File: config.mk
export PLATFORM = sky130hd
export DESIGN_NAME = ysyx_22040759_mem_arbiter
export DESIGN_NICKNAME = d
export VERILOG_FILES = /design/src/rtl/ysyx_22040759_arb_pkg.sv /design/src/rtl/ysyx_22040759_rr_pick.sv /design/src/rtl/ysyx_22040759_mem_arbiter.sv
export SDC_FILE = /design/constraint.sdc
export NUM_CORES = 1
export LEC_CHECK = 0
export BUFFER_PORTS_ARGS = -buffer_cell sky130_fd_sc_hd__buf_2
export CORE_AREA = 8 8 201 203
export CTS_CLUSTER_DIAMETER = 30
export CTS_CLUSTER_SIZE = 28
export DETAILED_ROUTE_END_ITERATION = 10
export DIE_AREA = 0 0 209 211
export MAX_ROUTING_LAYER = met4
export PLACE_DENSITY_LB_ADDON = 0.08
export SYNTH_ARGS = -nofsm -noshare
export SYNTH_HDL_FRONTEND = slang
export SYNTH_SLANG_ARGS = --single-unit
File: constraint.sdc
create_clock -name clock -period 19.5 [get_ports clock]
set_input_delay 1.95 -clock clock [delete_from_list [all_inputs] [get_ports clock]]
set_output_delay 1.95 -clock clock [all_outputs]
set_load 0.005 [all_outputs]
File: src/rtl/ysyx_22040759_arb_pkg.sv
// Shared types and constants for the memory arbiter: FSM state encoding,
// memory-port size codes and the channel-count ceiling.
package ysyx_22040759_arb_pkg;

  localparam int N_CH_MAX = 8;

  localparam logic [2:0] MEM_SIZE_B = 3'd0;
  localparam logic [2:0] MEM_SIZE_H = 3'd1;
  localparam logic [2:0] MEM_SIZE_W = 3'd2;
  localparam logic [2:0] MEM_SIZE_D = 3'd3;

  typedef enum logic [1:0] {
    IDLE = 2'd0,
    BUSY = 2'd1,
    RESP = 2'd2
  } arb_state_e;

endpackage

File: src/rtl/ysyx_22040759_rr_pick.sv
// Combinational picker: grants the first requesting channel at or after the
// start pointer, wrapping. With the pointer tied to 0 it is fixed priority.
module ysyx_22040759_rr_pick #(
  parameter int N     = 2,
  parameter int IDX_W = $clog2(N)
) (
  input  logic [N-1:0]     req_i,
  input  logic [IDX_W-1:0] ptr_i,
  output logic [N-1:0]     gnt_oh_o,
  output logic [IDX_W-1:0] gnt_idx_o
);

  logic             found;
  logic [IDX_W-1:0] idx;

  always_comb begin
    gnt_oh_o  = '0;
    gnt_idx_o = '0;
    found     = 1'b0;
    idx       = '0;
    for (int k = 0; k < N; k++) begin
      int j;
      j = int'(ptr_i) + k;
      if (j >= N) j = j - N;
      idx = IDX_W'(j);
      if (!found && req_i[idx]) begin
        found         = 1'b1;
        gnt_oh_o[idx] = 1'b1;
        gnt_idx_o     = idx;
      end
    end
  end

endmodule

File: src/rtl/ysyx_22040759_mem_arbiter.sv
// N-channel, one-outstanding-transaction memory arbiter with registered outputs.
// YSYX_22040759_ARB_RR_EN selects round-robin; undefined gives fixed priority.
module ysyx_22040759_mem_arbiter
  import ysyx_22040759_arb_pkg::*;
#(
  parameter int N_CH   = 2,
  parameter int ADDR_W = 64,
  parameter int DATA_W = 64
) (
  input  logic                     clock,
  input  logic                     reset,
  input  logic [N_CH-1:0]          ch_valid,
  input  logic [N_CH-1:0]          ch_req,
  input  logic [N_CH*ADDR_W-1:0]   ch_addr,
  input  logic [N_CH*DATA_W-1:0]   ch_wdata,
  input  logic [N_CH*3-1:0]        ch_size,
  output logic [N_CH-1:0]          ch_ready,
  output logic [DATA_W-1:0]        ch_rdata,
  output logic                     mem_valid,
  input  logic                     mem_ready,
  output logic                     mem_req,
  output logic [ADDR_W-1:0]        mem_addr,
  output logic [DATA_W-1:0]        mem_data_write,
  output logic [2:0]               mem_size,
  input  logic [DATA_W-1:0]        mem_data_read,
  output logic [$clog2(N_CH)-1:0]  grant_id
);

  localparam int IDX_W = $clog2(N_CH);

  arb_state_e        state_q, state_d;
  logic              mem_valid_q, mem_valid_d;
  logic              mem_req_q, mem_req_d;
  logic [ADDR_W-1:0] mem_addr_q, mem_addr_d;
  logic [DATA_W-1:0] mem_wdata_q, mem_wdata_d;
  logic [2:0]        mem_size_q, mem_size_d;
  logic [DATA_W-1:0] rdata_q, rdata_d;
  logic [N_CH-1:0]   ready_q, ready_d;
  logic [IDX_W-1:0]  grant_q, grant_d;

  logic [IDX_W-1:0]  pick_ptr;
  logic [N_CH-1:0]   pick_oh;
  logic [IDX_W-1:0]  pick_idx;

  ysyx_22040759_rr_pick #(.N(N_CH), .IDX_W(IDX_W)) u_pick (
    .req_i     (ch_valid),
    .ptr_i     (pick_ptr),
    .gnt_oh_o  (pick_oh),
    .gnt_idx_o (pick_idx)
  );

`ifdef YSYX_22040759_ARB_RR_EN
  logic [IDX_W-1:0] ptr_q, ptr_d;

  // Pointer moves past the channel just served, so it loses priority next round.
  always_comb begin
    ptr_d = ptr_q;
    if (state_q == RESP)
      ptr_d = (grant_q == IDX_W'(N_CH - 1)) ? '0 : grant_q + IDX_W'(1);
  end

  always_ff @(posedge clock or posedge reset) begin
    if (reset) ptr_q <= '0;
    else       ptr_q <= ptr_d;
  end

  assign pick_ptr = ptr_q;
`else
  assign pick_ptr = '0;
`endif

  always_comb begin
    state_d     = state_q;
    mem_valid_d = mem_valid_q;
    mem_req_d   = mem_req_q;
    mem_addr_d  = mem_addr_q;
    mem_wdata_d = mem_wdata_q;
    mem_size_d  = mem_size_q;
    rdata_d     = rdata_q;
    grant_d     = grant_q;
    ready_d     = '0;
    case (state_q)
      IDLE: begin
        if (|pick_oh) begin
          state_d     = BUSY;
          mem_valid_d = 1'b1;
          grant_d     = pick_idx;
          mem_req_d   = ch_req[pick_idx];
          mem_addr_d  = ch_addr[pick_idx*ADDR_W +: ADDR_W];
          mem_wdata_d = ch_wdata[pick_idx*DATA_W +: DATA_W];
          mem_size_d  = ch_size[pick_idx*3 +: 3];
        end
      end
      BUSY: begin
        if (mem_ready) begin
          state_d          = RESP;
          mem_valid_d      = 1'b0;
          ready_d[grant_q] = 1'b1;
          // Writes leave the last read data untouched.
          if (!mem_req_q) rdata_d = mem_data_read;
        end
      end
      RESP:    state_d = IDLE;
      default: state_d = IDLE;
    endcase
  end

  always_ff @(posedge clock or posedge reset) begin
    if (reset) begin
      state_q     <= IDLE;
      mem_valid_q <= 1'b0;
      mem_req_q   <= 1'b0;
      mem_addr_q  <= '0;
      mem_wdata_q <= '0;
      mem_size_q  <= '0;
      rdata_q     <= '0;
      ready_q     <= '0;
      grant_q     <= '0;
    end else begin
      state_q     <= state_d;
      mem_valid_q <= mem_valid_d;
      mem_req_q   <= mem_req_d;
      mem_addr_q  <= mem_addr_d;
      mem_wdata_q <= mem_wdata_d;
      mem_size_q  <= mem_size_d;
      rdata_q     <= rdata_d;
      ready_q     <= ready_d;
      grant_q     <= grant_d;
    end
  end

  assign ch_ready       = ready_q;
  assign ch_rdata       = rdata_q;
  assign mem_valid      = mem_valid_q;
  assign mem_req        = mem_req_q;
  assign mem_addr       = mem_addr_q;
  assign mem_data_write = mem_wdata_q;
  assign mem_size       = mem_size_q;
  assign grant_id       = grant_q;

endmodule

==> flow_metrics.py, run 1 <==
metrics = {
    "clocking": {
        "cts.clk_slew.worst_paths_ns": 0.04,
        "cts_hold_buf": 0,
        "post_cts_buffers": 0,
        "h-tree-depth": 2,
        "clkSinkCount": 202,
        "numCtsBuffers": 58,
        "clk-insertion-delay-late_ns": 0.57,
        "root_buffer": "clkbuf_16",
        "cts_resized": 0,
        "cts_tree": "done",
        "clockBufferDepth": 3,
    },
    "timing": {
        "setup_tns_ns": 0,
        "final-hold-violation-count": 0,
        "fin_crit_sh_pct": 18.1,
        "tightestPinTransition_ns": 1.04,
        "period_needed_ns": 3.52,
        "finClkSkew_ns": 0.0133,
        "drv_slew": 0,
        "rsz0062_at_grt": "no",
        "relSlewSlack_pct": 30.3,
        "clock.fmax_mhz": 284,
        "setup_viol": 0,
    },
    "yosys": {
        "synth_top_area_cell": "dfrtp_1",
        "yosysWarnings": 0,
        "netlist_instances": 580,
        "synthTopCellsByArea": "dfrtp_1, mux2_4, mux2_2",
        "netlist_area_um2": 9720,
        "yosysUniqueCellTypes": 18,
        "ys_seq_area_share_pct": 52.0,
        "syn_area_per_cell_um2": 16.8,
        "yosysTopAreaCellShare_pct": 52.0,
        "synth_nets": 913,
        "ys_ff_latch": 202,
    },
    "setup_path": {
        "crit_type": "in -> reg",
        "arrival_ns": 3.96,
        "start_kind": "input pin",
        "required_ns": 19.94,
        "critPathCaptureType": "register",
        "cp-startpoint": "ch_valid[0]",
        "worstPathMaxFanout": 64,
        "reg2reg_from": "state_q[1]",
    },
    "drt": {
        "drt_iter0_markers": 181,
        "dr.pass1.iters": 4,
        "routed-wl-met2_mm": 17.3,
        "vias": 6965,
        "dr_wl_met3_mm": 2.50,
        "top_layer": "met4",
        "route.detailed.drc": 0,
        "wl_per_cell_um": 20.8,
        "routed_wirelength_mm": 34.7,
        "antenna_left": 0,
        "met1_length_mm": 14.0,
        "via_per_inst": 4.18,
    },
    "global_routing": {
        "grt_pass1_vias": 7781,
        "grt_start_max_net_pins": 84,
        "antenna_found_initial": 8,
        "grt.total_usage_pct": 15.6,
        "grt_pass1_wl_mm": 50.8,
        "overflow": 0,
    },
    "floorplanning": {
        "die-area_um2": 44100,
        "initial_core_util_pct": 26.2,
        "die-height_um": 211,
        "rows": 71,
        "ioPinCount": 533,
        "chipWidth_um": 209,
        "core_area_um2": 37100,
    },
    "worst_hold_path": {
        "worstHoldStart": "mem_valid",
        "hold_path_class": "reg -> reg",
    },
    "final_layout": {
        "nFillCells": 3610,
        "layoutNonFillerInstCount": 1668,
        "drive_gt1_share_pct": 81.8,
        "final_core_util_pct": 40.3,
        "ff_latch_area_um2": 5050,
        "fin_area_um2": 15000,
        "multi_input_area_um2": 4390,
        "area_growth_pct": 53.8,
        "final_nets": 1476,
    },
    "placement": {
        "placed_area_um2": 12800,
        "place_inst": 1557,
        "portBuffers": 532,
        "gp_congestion": 0.800,
        "place_hpwl_mm": 26.7,
    },
    "pwr": {
        "p_sw_share_pct": 27.1,
        "p_per_area_nw_per_um2": 173,
        "power_switching_mw": 0.700,
        "irDropWorstVdd_mv": 0.0923,
        "p_seq_share_pct": 28.7,
        "p_leak_nw": 7.63,
        "internal_power_mw": 1.89,
        "power_frac_clock_pct": 40.2,
        "p_comb_share_pct": 31.1,
    },
    "run": {
        "maxCapViolations": 0,
    },
    "run_status": {
        "status": "complete, no violations",
    },
}
flip-flops by register name (all words and copies together), names as in the netlist:
signal          cells
grant_id            1
ch_rdata           64
mem_req             1
state_q             2
mem_data_write     64
mem_addr           64
mem_size            3
mem_valid           1
ch_ready            2
cell usage in the layout, fill, tap and decap left out, types with 2 or more instances in the layout:
master	n
buf_2	532
clkbuf_1	5
a21oi_1	2
nor2_1	2
diode_2	8
bufinv_16	13
clkbuf_16	61
dfrtp_1	202
clkbuf_8	13
mux2_4	160
mux2_2	168
buf_4	7
clkinv_2	11
logic make-up after synthesis:
family,share of synthesized area [%]
AO/OA/AOI/OAI,0.257
flip-flops,52.0
multiplexers,44.2
buffers and inverters,3.08
AND/OR/NAND/NOR,0.489
per-layer routing:
layer	global-route usage (%)	vias to the layer above
li1	-	3248
met1	17.4	3332
met2	25.6	333
met3	5.34	52
met4	6.25	0
met5	-	-
final cells by class:
class	count	area share [%]
sequential	202	33.8
multi-input combinational	340	29.3
timing repair buffer	539	18.2
clock buffer	79	11.5
tap	474	3.97
clock inverter	24	2.98
antenna	8	0.134
inverter	2	0.100
final timing paths:
path | endpoint | slack (ns) | depth (start not counted)
max in group asynchronous | mem_addr[53] | 16.71 | 3
setup / recovery | mem_addr[20] | 15.98 | 5
hold reg to reg | mem_valid | 0.48 | 1
setup reg to reg | mem_addr[20] | 16.88 | 4
hold / removal | mem_valid | 0.48 | 1
min in group asynchronous | ch_rdata[40] | 1.48 | 2
power by group through the flow:
stage	clock network, mW	registers [mW]	logic, mW
global placement	0	0.746	0.830
floorplan	0	0.764	0.436
finish	1.04	0.743	0.805
detailed placement	0	0.744	0.832
global route	1.09	0.776	0.870
CTS	1.07	0.746	0.830
Yosys cell counts:
cell      instances
mux2_4          160
and2_1            1
o21a_1            1
nand2b_1          1
nand3b_1          1
buf_2            14
mux2_2          168
or2_2             1
nor3b_1           1
a21o_1            1
inv_1             2
nor2_1            2
buf_4             8
buf_8             1
a21oi_1           2
dfrtp_1         202
nor2_2            1
buf_6            13
through the flow:
step,worst slack [ns],hold slack (ns),power (mW)
after floorplan,12.04,0.463,1.20
after global placement,15.40,0.460,1.58
after detailed placement,15.39,0.473,1.58
after CTS,16.00,0.489,2.64
after global routing,15.88,0.510,2.73
final,15.98,0.477,2.59
critical path: stages:
cell      delay [ns]
buf_2           0.11
nand2b_4        0.33
buf_4           0.79
mux2_2          0.41
mux2_2          0.26
No activity file was read; power rests on OpenSTA's default activity.
==> run 2: changes to the inputs <==
==> constraint.sdc (replaced) <==
create_clock -name clock -period 3.5 [get_ports clock]
set_input_delay 0.35 -clock clock [delete_from_list [all_inputs] [get_ports clock]]
set_output_delay 0.35 -clock clock [all_outputs]
set_load 0.005 [all_outputs]
==> run 2 against run 1 <==
Compared with the run above:
- non-clock buffer count up 68
- total power grew to 5.4 times the previous value
- sequential share of layout area is 1.3 points lower
- combinational power grew to 5.7 times the previous value
- setup slack worse by 15 ns
- via count grew 3.4%
==> flow_metrics.py, run 2 (synthesized netlist as in run 1, its figures left out) <==
metrics = {
    "drt": {
        "route.detailed.drc": 0,
        "wl_per_cell_um": 20.4,
        "antenna_left": 0,
        "via_per_inst": 4.15,
        "dr.pass1.iters": 4,
        "vias": 7199,
        "drt_iter0_markers": 222,
        "routed_wirelength_mm": 35.4,
    },
    "setup_path": {
        "critPathCaptureType": "register",
        "crit_type": "reg -> reg",
        "worstPathMaxFanout": 64,
        "start_kind": "register",
        "required_ns": 3.93,
        "arrival_ns": 2.48,
    },
    "global_routing": {
        "use_met1_pct": 17.9,
        "overflow": 0,
        "grtUsageMet3_pct": 6.04,
        "antenna_found_initial": 6,
        "grt.total_usage_pct": 16.0,
        "grt_pass1_vias": 8250,
        "grt_use_met2_pct": 25.9,
        "busiest_layer": "met2",
        "grt_start_max_net_pins": 77,
        "grt_pass1_wl_mm": 52.5,
    },
    "final_layout": {
        "area_growth_pct": 59.9,
        "drive_gt1_share_pct": 77.1,
        "final_core_util_pct": 41.8,
        "fin_area_um2": 15500,
        "final_nets": 1544,
        "final_cell_mix": "buf_2, dfrtp_1, mux2_2, mux2_4, dlygate4sd3_1",
        "final_common_cell": "buf_2",
    },
    "clocking": {
        "root_buffer": "clkbuf_16",
        "h-tree-depth": 2,
        "post_cts_buffers": 0,
        "clkSinkCount": 202,
        "clk-insertion-delay-late_ns": 0.56,
        "cts_tree": "done",
        "clockBufferDepth": 3,
        "cts.clk_slew.worst_paths_ns": 0.04,
        "numCtsBuffers": 58,
    },
    "floorplanning": {
        "initial_core_util_pct": 26.2,
        "core_area_um2": 37100,
        "ioPinCount": 533,
        "rows": 71,
        "die-height_um": 211,
        "chipWidth_um": 209,
        "die-area_um2": 44100,
    },
    "pwr": {
        "p_leak_nw": 7.85,
        "p_per_area_nw_per_um2": 907,
        "irDropWorstVdd_mv": 0.460,
    },
    "placement": {
        "placed_area_um2": 12900,
        "place_hpwl_mm": 27.0,
        "gp_congestion": 0.809,
        "portBuffers": 532,
    },
    "timing": {
        "setup_tns_ns": 0,
        "clock.fmax_mhz": 489,
        "finClkSkew_ns": 0.0187,
        "final-hold-violation-count": 0,
        "setup_viol": 0,
        "rsz0062_at_grt": "no",
        "relSlewSlack_pct": 42.3,
        "period_needed_ns": 2.04,
        "fin_crit_sh_pct": 58.4,
        "drv_slew": 0,
        "tightestPinTransition_ns": 0.865,
    },
    "run": {
        "maxCapViolations": 0,
    },
    "worst_hold_path": {
        "hold_path_class": "in -> reg",
    },
    "run_status": {
        "status": "complete, no violations",
    },
}
## run 2: cell types whose count changed in the layout (fill, tap and decap cells not counted), sizes merged
cell and delta:
clkbuf +6, bufinv -5, dlygate4sd3 +65, buf +3, clkinv -2, diode -2, clkinvlp +2
## run 2: final timing paths
check	startpoint	to	slack (ns)	depth (start not counted)
min reg2reg	mem_valid	mem_valid	0.49	1
max	state_q[1]	ch_rdata[55]	1.46	4
min in group asynchronous	reset	mem_addr[8]	0.41	3
max reg2reg	state_q[1]	ch_rdata[55]	1.46	4
min	mem_data_read[18]	ch_rdata[18]	0.05	2
max in group asynchronous	reset	ch_rdata[30]	2.09	5
## run 2: power breakdown
part           internal [mW]  leakage [nW]  total (mW)  switching [mW]
Combinational           2.71          4.48        4.62            1.91
Clock                   3.90         0.995        5.33            1.44
Sequential              3.55          2.38        4.13           0.587
## run 2: cell type report
class,instances,area (µm²)
well taps,474,593
clock buffers,85,1710
repair buffers,607,3460
fillers,3566,21600
multi-input cells,340,4390
diodes,6,15.0
flip-flops and latches,202,5050
inverters,2,11.3
clock inverters,19,302
## run 2: timing repair
item / 4_1_cts / 5_1_grt
hold endpoints to repair: 82 / 0
resized for setup: 0 / 0
hold buffers: 65 / 0
## run 2: routing by layer
metal,vias up,wire length [µm]
met5,-,0
met4,0,939
met3,60,2980
met2,332,17200
met1,3430,14200
li1,3377,-
## run 2: worst max-delay path, cell delays in order, from the launching register on
cell      delay [ns]
dfrtp_1         0.39
nand3b_1        0.28
nor2_4          0.14
buf_4           0.67
mux2_2          0.42
## run 2: per-stage QoR
stage / std cells / setup WS, ns / hold slack [ns] / total power, mW
after floorplan: 580 / 0.534 / 0.436 / 6.68
after global placement: 1560 / 1.40 / 0.450 / 8.83
after detailed placement: 1560 / 1.39 / 0.447 / 8.83
after CTS: 1729 / 1.39 / 0.00818 / 14.4
after global routing: 1735 / 1.27 / 0.0175 / 14.9
final: 1735 / 1.46 / 0.0539 / 14.1
